<file path="src/rtl/uart_rx_param.sv">
// Parametrised UART receiver: 2-flop synchroniser, start/data/parity/stop FSM,
// and a one-word output register with valid/ready handshake and overrun pulse.
module uart_rx_param #(
    parameter int unsigned CLKS_PER_BIT = 1736,
    parameter int unsigned DATA_BITS    = 7,
    parameter int unsigned PARITY_MODE  = 1,
    parameter int unsigned STOP_BITS    = 1
) (
    input  logic                 clk,
    input  logic                 rst,
    input  logic                 rx_bit,
    output logic [DATA_BITS-1:0] data_out,
    output logic                 data_valid,
    input  logic                 data_ready,
    output logic                 parity_err,
    output logic                 frame_err,
    output logic                 overrun
);

    localparam int unsigned CW = $clog2(CLKS_PER_BIT);
    localparam int unsigned BW = $clog2(DATA_BITS + 1);

    localparam logic [CW-1:0] HALF_TICK = CW'(CLKS_PER_BIT / 2 - 1);
    localparam logic [CW-1:0] FULL_TICK = CW'(CLKS_PER_BIT - 1);
    localparam logic [BW-1:0] LAST_DATA = BW'(DATA_BITS - 1);
    localparam logic [BW-1:0] LAST_STOP = BW'(STOP_BITS - 1);
    localparam logic          PAR_ODD   = (PARITY_MODE == 2) ? 1'b1 : 1'b0;

    typedef enum logic [2:0] {
        S_IDLE   = 3'd0,
        S_START  = 3'd1,
        S_DATA   = 3'd2,
        S_PARITY = 3'd3,
        S_STOP   = 3'd4
    } state_t;

    state_t                 state, state_next;
    logic                   rx_meta, rx_s;
    logic                   armed, armed_next;
    logic [CW-1:0]          cnt, cnt_next;
    logic [BW-1:0]          bit_cnt, bit_next;
    logic [DATA_BITS-1:0]   data_sh, data_sh_next;
    logic                   par_bit, par_bit_next;
    logic                   ferr_acc, ferr_acc_next;
    logic                   done_c;
    logic                   done_ferr_c;
    logic                   done_perr_c;

    // Two-flop synchroniser for the asynchronous line; idles high
    always_ff @(posedge clk) begin
        if (rst) begin
            rx_meta <= 1'b1;
            rx_s    <= 1'b1;
        end else begin
            rx_meta <= rx_bit;
            rx_s    <= rx_meta;
        end
    end

    // FSM state and frame datapath registers
    always_ff @(posedge clk) begin
        if (rst) begin
            state    <= S_IDLE;
            armed    <= 1'b0;
            cnt      <= '0;
            bit_cnt  <= '0;
            data_sh  <= '0;
            par_bit  <= 1'b0;
            ferr_acc <= 1'b0;
        end else begin
            state    <= state_next;
            armed    <= armed_next;
            cnt      <= cnt_next;
            bit_cnt  <= bit_next;
            data_sh  <= data_sh_next;
            par_bit  <= par_bit_next;
            ferr_acc <= ferr_acc_next;
        end
    end

    // Next-state, sample strobes and frame completion
    always_comb begin
        state_next    = state;
        armed_next    = armed;
        cnt_next      = cnt + CW'(1);
        bit_next      = bit_cnt;
        data_sh_next  = data_sh;
        par_bit_next  = par_bit;
        ferr_acc_next = ferr_acc;
        done_c        = 1'b0;
        done_ferr_c   = ferr_acc | ~rx_s;

        case (state)
            S_IDLE: begin
                cnt_next      = '0;
                bit_next      = '0;
                ferr_acc_next = 1'b0;
                if (rx_s) begin
                    armed_next = 1'b1;
                end else if (armed) begin
                    state_next = S_START;
                    armed_next = 1'b0;
                end
            end
            S_START: begin
                if (cnt == HALF_TICK) begin
                    cnt_next = '0;
                    bit_next = '0;
                    if (rx_s) begin
                        // start bit vanished: glitch, line is high so re-arm at once
                        state_next = S_IDLE;
                        armed_next = 1'b1;
                    end else begin
                        state_next = S_DATA;
                    end
                end
            end
            S_DATA: begin
                if (cnt == FULL_TICK) begin
                    cnt_next     = '0;
                    data_sh_next = {rx_s, data_sh[DATA_BITS-1:1]};
                    if (bit_cnt == LAST_DATA) begin
                        bit_next   = '0;
                        state_next = (PARITY_MODE != 0) ? S_PARITY : S_STOP;
                    end else begin
                        bit_next = bit_cnt + BW'(1);
                    end
                end
            end
            S_PARITY: begin
                if (cnt == FULL_TICK) begin
                    cnt_next     = '0;
                    par_bit_next = rx_s;
                    state_next   = S_STOP;
                end
            end
            S_STOP: begin
                if (cnt == FULL_TICK) begin
                    cnt_next = '0;
                    if (!rx_s) begin
                        ferr_acc_next = 1'b1;
                    end
                    if (bit_cnt == LAST_STOP) begin
                        // a low final stop sample (break) leaves IDLE disarmed
                        done_c     = 1'b1;
                        bit_next   = '0;
                        state_next = S_IDLE;
                        armed_next = rx_s;
                    end else begin
                        bit_next = bit_cnt + BW'(1);
                    end
                end
            end
            default: begin
                state_next = S_IDLE;
                armed_next = 1'b0;
                cnt_next   = '0;
                bit_next   = '0;
            end
        endcase
    end

    // Parity check over received data plus parity bit
    always_comb begin
        done_perr_c = 1'b0;
        if (PARITY_MODE != 0) begin
            done_perr_c = (^data_sh) ^ par_bit ^ PAR_ODD;
        end
    end

    // One-word output register with handshake and overrun detection
    always_ff @(posedge clk) begin
        if (rst) begin
            data_out   <= '0;
            data_valid <= 1'b0;
            parity_err <= 1'b0;
            frame_err  <= 1'b0;
            overrun    <= 1'b0;
        end else begin
            overrun <= 1'b0;
            if (done_c) begin
                if (!data_valid || data_ready) begin
                    data_out   <= data_sh;
                    data_valid <= 1'b1;
                    parity_err <= done_perr_c;
                    frame_err  <= done_ferr_c;
                end else begin
                    overrun <= 1'b1;
                end
            end else if (data_valid && data_ready) begin
                data_valid <= 1'b0;
                parity_err <= 1'b0;
                frame_err  <= 1'b0;
            end
        end
    end

endmodule

</file>
<file path="config.mk">
export PLATFORM = sky130hd
export DESIGN_NAME = uart_rx_param
export DESIGN_NICKNAME = d
export VERILOG_FILES = /design/src/rtl/uart_rx_param.sv
export SDC_FILE = /design/constraint.sdc
export NUM_CORES = 1
export LEC_CHECK = 0
export ABC_AREA = 1
export CORE_MARGIN = 1
export CORE_UTILIZATION = 45
export DETAILED_ROUTE_END_ITERATION = 10
export PLACE_DENSITY_LB_ADDON = 0.12
export SYNTH_ARGS = -nofsm -noshare
export SYNTH_HDL_FRONTEND = slang
export SYNTH_SLANG_ARGS = --single-unit
</file>
<file path="constraint.sdc">
create_clock -name clk -period 3.45 [get_ports clk]
set_input_delay 1.035 -clock clk [delete_from_list [all_inputs] [get_ports clk]]
set_output_delay 1.035 -clock clk [all_outputs]
set_load 0.01 [all_outputs]
</file>
==> flow_metrics.tcl <==
set metrics [dict create \
    status "finished clean" \
    rsz0062_at_grt "no" \
    initial_core_util 0.472 \
    critPathKind "reg -> out" \
    antenna_found_initial 0 \
    fin_area_mm2 0.00237 \
    leakage_uw 0.000948 \
    rr_worst_depth 8 \
    synth_cell_types 34 \
    clock_latency_ns 0.30 \
    synth.net_count 289 \
    cp.depth 1 \
    syn_inst 281 \
    fp.dieH_um 70.1 \
    vias 1717 \
    post-cts-setup-buffers 0 \
    fin_ws_ns 1.21 \
    met2_usage 0.271 \
    cts_buffers 5 \
    power_density_mw_per_mm2 431 \
    hpwl_mm 3.02 \
    die_w_um 70.1 \
    synth_flop_cell "dfxtp_1" \
    slowest_stage "clkdlybuf4s50_1" \
    globalRouteTotalUtil 0.180 \
    p_comb_frac 0.186 \
    power.switching_uw 313 \
    worstSetupStartpoint "data_out[1]" \
    syn_area_mm2 0.00208 \
    yosysWarnings 0 \
    global_route.usage.met1 0.242 \
    dieArea_mm2 0.00491 \
    crit_fanout 2 \
    route.detailed.drc 0 \
    synth.most_common_cell "nand2_1" \
    critical_path_required_ns 2.41 \
    whs_ns 0.412 \
    maxSlewHeadroom 0.617 \
    synth-seq-cells 40 \
    antenna_left 0 \
    viasPerCell 4.86 \
    path_cells "clkdlybuf4s50_1" \
    regArea_um2 801 \
    finalCritPeriodShare 0.648 \
    r2r-start "cnt[0]" \
    worst_path_dominant_cell_family "buffers and inverters" \
    place_congestion 0.848 \
    pwr-share-seq 0.488 \
    syn_area_per_cell_um2 7.42 \
    fin_util 0.537 \
    internal_power_uw 710 \
    startpoint_type "register" \
    end_kind "primary output" \
    synthToLayoutAreaGrowth_pct 13.7 \
    synthTopCellsByArea "dfxtp_1, nand2_1, nor2_1" \
    top_usage_layer "met2" \
    drt_pass1_iterations 4 \
    synth-edff-count 0 \
    fmax_mhz 447 \
    cts_resized 0 \
    p_sw_frac 0.306 \
    ctsLongestPathBuffers 2 \
    io_pins 15 \
    portBuffers 14 \
    hold_start "rx_meta" \
    async_reset_ff_frac 0 \
    worst_path_largest_cell_delay_ns 0.55 \
    pwr-share-clk 0.326 \
    worst_pin_slew_ns 0.572 \
    core_area_mm2 0.00441 \
    vdd_drop_max_uv 285 \
    critPathBufInv 1 \
    wl_mm 3.92 \
    finalMaxSlewViolations 0 \
    hold_viol_final 0 \
    hold_class "reg -> reg" \
    wire_per_inst_um 11.1 \
    ctsRootBufferMaster "clkbuf_8" \
    clkSinkCount 40 \
    cp_data_arrival_time_ns 1.20 \
    seq_area_frac_synth 0.384 \
    yosysTopAreaCell "dfxtp_1" \
    netlist.area_leader.share 0.384 \
    grt_start_max_net_pins 16 \
    gr-total-overflow 0 \
    synth_commonest_cells "nand2_1, nor2_1, dfxtp_1, inv_1, nand3_1" \
    finalSetupTns_ns 0 \
    fin_nets 308 \
    post_dp_cell_area_mm2 0.00227 \
    grt_pass1_vias 1590 \
    drt-initial-drc-count 91 \
    hold_path_depth 1 \
    multi_input_area_mm2 0.00110 \
    diodes 0 \
    finalSetupViolCount 0 \
    cts_hold_buf 0 \
    clock_skew_ns 0.00277 \
    grt_use_met3 0.0433 \
    period_minus_slack_ns 2.24 \
    grt_pass1_wl_mm 7.06 \
    cts_max_level 2 \
    fillers 411 \
    cts_tree "built" \
    maxCapViolCount 0 \
    cts.clk_slew.worst_paths_ns 0.08 \
    rows 24 \
    drive_gt1_frac 0.156 \
    dpl_worst_slack_ns 1.06 \
]
[path summary, 6_finish.rpt]
path / end / slack (ns)
min reg2reg: rx_s / 0.41
min: rx_s / 0.41
max: data_out[1] / 1.21
max reg2reg: cnt[7] / 1.67
[area by class of cell]
| class | count | share of cell area |
|---|---|---|
| repair buffers | 16 | 0.0654 |
| clock buffers | 6 | 0.0348 |
| well taps | 52 | 0.0274 |
| flip-flops and latches | 40 | 0.338 |
| clock inverters | 2 | 0.00633 |
| inverters | 40 | 0.0633 |
| multi-input cells | 197 | 0.465 |
[cell families (layout without fill, tap and decap cells)]
logic type	Yosys count	in the layout	share of synthesized area
flip-flops	40	40	0.384
adder cells (fa/ha/maj)	4	4	0.0240
buffers and inverters	44	64	0.0870
AND/OR/NAND/NOR	146	146	0.352
AO/OA/AOI/OAI	43	43	0.136
XOR/XNOR	4	4	0.0168
[flip-flops by register name (all words and copies together) (netlist names), 3 cells and up]
name	flops
data_sh	7
cnt	11
data_out	7
state	3
bit_cnt	3
[layout by cell type, fill, tap and decap left out, drive strengths merged, types with 2 or more instances in the layout]
cell type      count
nand3             19
ha                 4
clkbuf             6
nor2              55
clkinvlp           2
a31oi              2
dfxtp             40
inv               39
nand2             61
a21oi             17
clkdlybuf4s50     14
a211oi             7
or2                3
xor2               3
o21ai             16
nor3               4
buf                2
nand4              2
[per-layer routing]
layer / wire (µm) / up-vias
li1: - / 930
met1: 2000 / 741
met2: 1660 / 37
met3: 170 / 9
met4: 86 / 0
met5: 0 / -
[power by group through the flow]
stage          combinational, µW  sequential [µW]  clock [µW]
3_3_place_gp                 189              510           0
5_1_grt                      223              503         363
2_1_floorplan                157              507           0
6_report                     190              499         334
4_1_cts                      192              499         347
3_5_place_dp                 191              510           0
[worst register-to-register path, stage by stage, from the launching register on]
cell and delay (ns):
dfxtp_1 0.35, ha_1 0.25, nand2_2 0.11, nor2_4 0.14, nand3_4 0.13, nand2_4 0.11, nand2_1 0.07, o21ai_2 0.41
nor3b_1 0.09
[through the flow]
stage	total power [µW]	std cells
after floorplan	664	281
after global placement	698	345
after detailed placement	701	345
after CTS	1040	353
after global routing	1090	353
final	1020	353
No activity file was read; power rests on OpenSTA's default activity.
